==> config.mk <==
export PLATFORM = sky130hd
export DESIGN_NAME = tx_gearbox_feed
export DESIGN_NICKNAME = d
export VERILOG_FILES = /design/src/rtl/tx_gearbox_feed.sv
export SDC_FILE = /design/constraint.sdc
export NUM_CORES = 1
export LEC_CHECK = 0
export BUFFER_PORTS_ARGS = -buffer_cell sky130_fd_sc_hd__buf_2
export CORE_MARGIN = 5
export CORE_UTILIZATION = 53
export CTS_BUF_LIST = sky130_fd_sc_hd__clkbuf_16
export DETAILED_ROUTE_END_ITERATION = 12
export MAX_ROUTING_LAYER = met4
export PLACE_DENSITY = 0.75
export SLEW_MARGIN = 20
export SYNTH_ARGS = -nofsm -noshare
export SYNTH_HDL_FRONTEND = slang
export SYNTH_SLANG_ARGS = --single-unit
export TNS_END_PERCENT = 20
==> constraint.sdc <==
create_clock -name clk_i -period 2.6 [get_ports clk_i]
set_input_delay 0.13 -clock clk_i [delete_from_list [all_inputs] [get_ports clk_i]]
set_output_delay 0.13 -clock clk_i [all_outputs]
set_load 0.01 [all_outputs]
==> src/rtl/tx_gearbox_feed.sv <==
// TX tail: 66b block FIFO, external-gearbox sequence counter with pause cycle, DATA_W serialiser, IDLE fill.
// Optional internal scrambler (1+x^39+x^58) enabled by defining TX_FEED_SCRAMBLE_EN.
module tx_gearbox_feed #(
  parameter int unsigned DATA_W     = 32,
  parameter int unsigned SEQ_MAX    = 32,
  parameter int unsigned FIFO_DEPTH = 4
) (
  input  logic                          clk_i,
  input  logic                          rst_i,
  input  logic [63:0]                   s_data_i,
  input  logic [1:0]                    s_head_i,
  input  logic                          s_valid_i,
  output logic                          s_ready_o,
  output logic [DATA_W-1:0]             data_o,
  output logic [5:0]                    head_o,
  output logic [6:0]                    sequence_o,
  output logic                          underflow_o,
  output logic [$clog2(FIFO_DEPTH):0]   fifo_level_o
);

  localparam int unsigned WPB   = 64 / DATA_W;
  localparam int unsigned IDX_W = (WPB > 1) ? $clog2(WPB) : 1;
  localparam int unsigned PTR_W = $clog2(FIFO_DEPTH);
  localparam int unsigned LVL_W = PTR_W + 1;
  localparam logic [65:0] IDLE_BLK = {2'b10, 64'h0000_0000_0000_001E};

  logic [65:0]       mem_q [FIFO_DEPTH];
  logic [PTR_W-1:0]  wr_ptr_q, wr_ptr_d, rd_ptr_q, rd_ptr_d;
  logic [LVL_W-1:0]  level_q, level_d;
  logic              ready_q, ready_d;
  logic [6:0]        seq_q, seq_d, seqo_q, seqo_d;
  logic [IDX_W-1:0]  widx_q, widx_d;
  logic [63:0]       cur_data_q, cur_data_d;
  logic [1:0]        cur_head_q, cur_head_d;
  logic [DATA_W-1:0] data_q, data_d;
  logic [5:0]        head_q, head_d;
  logic              uf_q, uf_d;

  logic        push, pop, fifo_pop, empty;
  logic [65:0] raw_blk;
  logic [63:0] blk_data;

  // Pop decision and raw block selection (FIFO head or IDLE fill)
  always_comb begin
    empty    = (level_q == '0);
    push     = s_valid_i && ready_q;
    pop      = (seq_q != 7'(SEQ_MAX)) && (widx_q == '0);
    fifo_pop = pop && !empty;
    raw_blk  = empty ? IDLE_BLK : mem_q[rd_ptr_q];
  end

`ifdef TX_FEED_SCRAMBLE_EN
  logic [57:0] scr_q, scr_d, scr_st;
  logic        scr_bit;

  // Self-synchronous scrambler, bit 0 first; state holds the last 58 scrambled bits
  always_comb begin
    scr_st   = scr_q;
    scr_bit  = 1'b0;
    blk_data = '0;
    for (int i = 0; i < 64; i++) begin
      scr_bit     = raw_blk[i] ^ scr_st[38] ^ scr_st[57];
      blk_data[i] = scr_bit;
      scr_st      = {scr_st[56:0], scr_bit};
    end
    scr_d = pop ? scr_st : scr_q;
  end

  always_ff @(posedge clk_i or posedge rst_i) begin
    if (rst_i) scr_q <= '1;
    else       scr_q <= scr_d;
  end
`else
  always_comb blk_data = raw_blk[63:0];
`endif

  always_comb begin
    wr_ptr_d   = push ? wr_ptr_q + PTR_W'(1) : wr_ptr_q;
    rd_ptr_d   = fifo_pop ? rd_ptr_q + PTR_W'(1) : rd_ptr_q;
    level_d    = level_q;
    if (push && !fifo_pop)      level_d = level_q + LVL_W'(1);
    else if (!push && fifo_pop) level_d = level_q - LVL_W'(1);
    ready_d    = (level_d < LVL_W'(FIFO_DEPTH));

    seq_d      = (seq_q == 7'(SEQ_MAX)) ? 7'd0 : seq_q + 7'd1;
    seqo_d     = seq_q;
    widx_d     = widx_q;
    cur_data_d = cur_data_q;
    cur_head_d = cur_head_q;
    data_d     = data_q;
    head_d     = head_q;
    uf_d       = pop && empty;

    // Pause cycle (seq==SEQ_MAX) leaves word index and outputs untouched
    if (seq_q != 7'(SEQ_MAX)) begin
      widx_d = (widx_q == IDX_W'(WPB - 1)) ? '0 : widx_q + IDX_W'(1);
      if (pop) begin
        cur_data_d = blk_data;
        cur_head_d = raw_blk[65:64];
        data_d     = blk_data[DATA_W-1:0];
        head_d     = {4'b0000, raw_blk[65:64]};
      end else begin
        data_d     = cur_data_q[DATA_W*int'(widx_q) +: DATA_W];
        head_d     = {4'b0000, cur_head_q};
      end
    end
  end

  always_ff @(posedge clk_i) begin
    if (push) mem_q[wr_ptr_q] <= {s_head_i, s_data_i};
  end

  always_ff @(posedge clk_i or posedge rst_i) begin
    if (rst_i) begin
      wr_ptr_q   <= '0;
      rd_ptr_q   <= '0;
      level_q    <= '0;
      ready_q    <= 1'b0;
      seq_q      <= '0;
      seqo_q     <= '0;
      widx_q     <= '0;
      cur_data_q <= '0;
      cur_head_q <= '0;
      data_q     <= '0;
      head_q     <= '0;
      uf_q       <= 1'b0;
    end else begin
      wr_ptr_q   <= wr_ptr_d;
      rd_ptr_q   <= rd_ptr_d;
      level_q    <= level_d;
      ready_q    <= ready_d;
      seq_q      <= seq_d;
      seqo_q     <= seqo_d;
      widx_q     <= widx_d;
      cur_data_q <= cur_data_d;
      cur_head_q <= cur_head_d;
      data_q     <= data_d;
      head_q     <= head_d;
      uf_q       <= uf_d;
    end
  end

  assign s_ready_o    = ready_q;
  assign data_o       = data_q;
  assign head_o       = head_q;
  assign sequence_o   = seqo_q;
  assign underflow_o  = uf_q;
  assign fifo_level_o = level_q;

endmodule

# Word level (Yosys, flattened, before mapping)

Memories as Yosys holds them, arrays and structs flattened.
Cells that the tools add are included.

Magnitude comparators: 1
Multipliers: 0
Add/subtract/negate cells: 6
Bitwise logic cells: 1
Reductions and logical operators: 11
Shifts and indexed selects: 1
Muxes and demuxes: 9
Div/mod/pow operators: 0
Equality and inequality tests: 2

Operators by type and width:

| operator              | number |
|---|---|
| $mux W66              | 1 |
| $shiftx A64 B7 Y32    | 1 |
| $mux W32              | 1 |
| $add A7 B1 Y7 const B | 1 |
| $eq A7 B6 Y1 const B  | 1 |
| $mux W7               | 1 |
| $ne A7 B6 Y1 const B  | 1 |
| $logic_and A1 B1 Y1   | 6 |
| $mux W3               | 2 |
| $add A2 B1 Y2 const B | 2 |
| $add A3 B1 Y3 const B | 1 |
| $logic_not A1 Y1      | 3 |
| $logic_not A3 Y1      | 1 |
| $lt A3 B3 Y1 const B  | 1 |
| $mux W1               | 3 |
| $sub A3 B1 Y3 const B | 1 |
| $mux W2               | 1 |
| $reduce_and A2 Y1     | 1 |
| $add A1 B1 Y1 const B | 1 |
| $not A1 Y1            | 1 |

Latch bits: 0
Output and inout bits: 50
Memory bits (writable): 264
Register bits after elaboration: 128
ROM bits: 0
Memories kept: 1

Memories:

| memory | words | width | read ports | clocked after Yosys merged registers in | write ports | line | text |
|---|---|---|---|---|---|---|---|
| mem_q  | 4     | 66    | 1          | 0                                       | 1           | 27   | `logic [65:0] mem_q [FIFO_DEPTH];` |

# Depth between registers and ports, before layout

Depth after elaboration: 7
Gate-level depth with buffers: 13
Gate-level depth less buffers: 11

# Worst setup path before layout

No wires, ideal clock.

Path kind: reg-to-reg
Start: register wr_ptr_q[0]
End: memory mem_q[0][0], enable pin
Slack: -0.044 ns
Required time: 2.169 ns
Clock period less this slack: 2.644 ns
Arrival time: 2.212 ns
Cell stages (with the launch flop): 4
Buffers on the path: 0
Cell sequence: dfrtp_1 inv_1 ha_1 and3_1

RTL lines:

| item                   | line | text |
|---|---|---|
| from (decl)            | 28   | `logic [PTR_W-1:0] wr_ptr_q, wr_ptr_d, rd_ptr_q, rd_ptr_d;` |
| from (signal assigned) | 128  | `wr_ptr_q <= wr_ptr_d;` |
| to (decl)              | 27   |  |

Straight into the memory's write port.

==> flow_summary.ini <==
[place]
numPortBuffers = 114
place_congestion = 0.827
pre_cts_slack_ps = 327
place.detailed.instances = 1245
place_hpwl_mm = 17.1

[clock_tree]
cts_tree = built
clock_sinks = 356
clk_pin_slew_ps = 60
cts_buffer_depth = 3
root_buffer = clkbuf_16
post_cts_buffers = 0
clk_latency_ps = 510
htree_levels = 2
cts_buffers = 35

[floorplanning]
core_area_um2 = 26000
die_h_um = 172
fp.dieArea_um2 = 29600
die_width_um = 172
initial_core_util_pct = 53.6
ios = 119
num_rows = 59

[setup_path]
critical_path.top_delay_family = compound AO/OA/AOI/OAI gates
cp-end-kind = register
worstSetupStartpointType = register
arrival_ps = 2670
r2r_start = seq_q[0]
rrSetupSlack_ps = 340
critPathBufInv = 2
path_max_fanout = 7
cp_slowest_cell = o41a_2
reg2regPathDepth = 10
cp.required_ps = 3010
critPathMaxStageDelay_ps = 470
worstPathCellList = inv_1 > ha_1 > nand2b_4 > o41a_2 > nand2_1 > inv_1 > ha_1 > nor3_1 > a21oi_1 > o221ai_1
worstSetupPathType = register to register

[logic_synthesis]
ys_ff_latch = 356
synth_most_common_cell = edfxtp_1
synthTopCellsByArea = edfxtp_1, dfrtp_1, mux2i_1
yosys-top-cells-count = edfxtp_1, mux2i_1, dfrtp_1, nor2_1, o221ai_1
synth_ff_type = edfxtp_1
synth-edff-count = 264
syn_inst = 837
ys_types = 35
post-synth-top-area-cell = edfxtp_1
async_flop_share_pct = 25.8
syn_area_per_cell_um2 = 16.6
yosysSeqAreaShare_pct = 73.5
synth_warnings = 0
synth.top_cell.area_share_pct = 56.9
syn_area_um2 = 13900

[timing]
setup_slack_ps = 343
rsz0062_at_grt = false
finalHoldViolCount = 0
slew_violations = 0
fin_crit_ps = 2260
relSlewSlack_pct = 56.3
worstMarginPinSlew_ps = 656
finClkSkew_ps = 18.5
max_freq_mhz = 443
final.period_utilization_pct = 86.8
finalSetupViolCount = 0
whs_ps = 260

[drt]
via_per_inst = 5.70
via_count = 7856
wl_per_cell_um = 21.2
dr.pass1.iters = 7
drtIter0Drc = 693
routed_wl_mm = 29.2
drc = 0
drtAntennaViolNets = 0

[final_layout]
syn_to_final_growth_pct = 19.4
final_layout_size_suffix_gt1_share_pct = 19.7
fillers = 1839
ff_latch_area_um2 = 10200
final_util_pct = 64.0
final_cells = 1379
multi_input_area_um2 = 3330
nNetsFinal = 1095

[global_routing]
antenna_found_initial = 4
grt_usage_pct = 20.4
grt_pass1_vias = 7697
grt_max_degree = 103
grt_overflow = 0
grt_pass1_wl_mm = 45.1

[pwr]
pwr-share-clk_pct = 25.7
p_seq_share_pct = 45.7
p_switching_w = 0.00545
powerDensity_nw_per_um2 = 1080
combPwrFrac_pct = 28.5
ir_drop_v = 0.000646
p_leak_nw = 6.53
sw_frac_of_total_pct = 30.4
p_int_w = 0.0125

[worst_hold_path]
hp-class = input port to asynchronous set/reset pin

[flow_run]
drv_cap = 0

[run_status]
outcome = completed
-- routing by layer --
metal	part of all wire (%)	wire (um)	vias up	track usage (%)
met4	1.9	550	0	5.23
met5	0	0	-	-
met3	6.7	1950	42	3.70
met1	44	12700	3948	28.8
li1	-	-	3595	-
met2	48	14000	271	31.2
-- flip-flops by register name, indices dropped and copies added (netlist names), named ones only --
signal,count
widx_q,1
cur_data_q,32
rd_ptr_q,2
s_ready_o,1
sequence_o,7
cur_head_q,2
data_o,32
wr_ptr_q,2
mem_q,264
fifo_level_o,2
seq_q,7
underflow_o,1
head_o,2
-- what timing repair did --
| item | CTS | global route |
|---|---|---|
| gates resized for setup | 0 | 0 |
| hold buffers | 68 | 0 |
| endpoints found under the hold margin | 307 | 0 |
-- worst register-to-register path, cell delays in order, from the launching register on --
cell and delay [ps]:
dfrtp_1 430, inv_1 80, ha_1 180, nand2b_4 70, o41a_2 470, nand2_1 130, inv_1 70, ha_1 350
nor3_1 170, a21oi_1 60, o221ai_1 160
-- cell families (layout without fill, tap and decap cells) --
family                     after synthesis  count (layout)  share of synthesized area [%]
other                                    1               8                         0.0269
buffers and inverters                   74             274                           2.87
xor gates and xnor gates                10              10                          0.629
AOI/OAI and AO/OA                      135             135                           8.28
and+or+nand+nor                        118             118                           4.23
DFF                                    356             356                           73.5
adders and majority gates               11              11                          0.988
muxes                                  132             132                           9.51
-- stage by stage --
| stage | power, W | instance area [um^2] | setup TNS (ps) |
|---|---|---|---|
| 6_report | 0.0179 | 16600 | 0 |
| 5_1_grt | 0.0188 | 16600 | 0 |
| 4_1_cts | 0.0181 | 16600 | 0 |
| 3_5_place_dp | 0.0134 | 14900 | 0 |
| 3_3_place_gp | 0.0132 | 14900 | 0 |
| 2_1_floorplan | 0.0117 | 13900 | -2930 |
-- cell type report --
class	instances	area share (%)
Sequential cell	356	61.6
Multi-Input combinational cell	410	20.0
Timing Repair Buffer	200	9.24
Clock buffer	35	5.27
Tap cell	335	2.52
Clock inverter	27	1.00
Inverter	12	0.286
Antenna cell	4	0.0602
-- layout by cell type (no fill, tap or decap), types with 11 or more instances in the layout --
master / netlist / layout
mux2i_1: 130 / 130
buf_12: 0 / 12
o221ai_1: 34 / 34
nand3_1: 20 / 20
nor3_1: 31 / 31
o21a_1: 32 / 32
buf_2: 31 / 114
dlygate4sd3_1: 0 / 68
a211oi_1: 15 / 15
inv_1: 12 / 21
ha_1: 11 / 11
edfxtp_1: 264 / 264
dfrtp_1: 92 / 91
o22a_1: 29 / 29
nor2_1: 36 / 36
nand2_1: 13 / 12
clkbuf_16: 0 / 35
a211oi_2: 15 / 15
-- worst max path at each step --
stage | to | slack (ps) | cells after the start | start
after floorplan | mem_q[2][0] | -30 | 3 | wr_ptr_q[0]
after global placement | register | 380 | 10 | seq_q[0]
after detailed placement | register | 330 | 10 | seq_q[0]
after CTS | register | 330 | 10 | seq_q[0]
after global routing | register | 120 | 10 | seq_q[0]
final | register | 340 | 10 | seq_q[0]
-- power by group through the flow --
stage          clock network (W)  logic (W)  registers, W
2_1_floorplan                  0    0.00359       0.00812
3_3_place_gp                   0    0.00495       0.00827
3_5_place_dp                   0    0.00507       0.00830
4_1_cts                  0.00470    0.00519       0.00821
5_1_grt                  0.00495    0.00557       0.00831
6_report                 0.00462    0.00511       0.00820
Note: power is estimated with default switching activity, not from simulation.
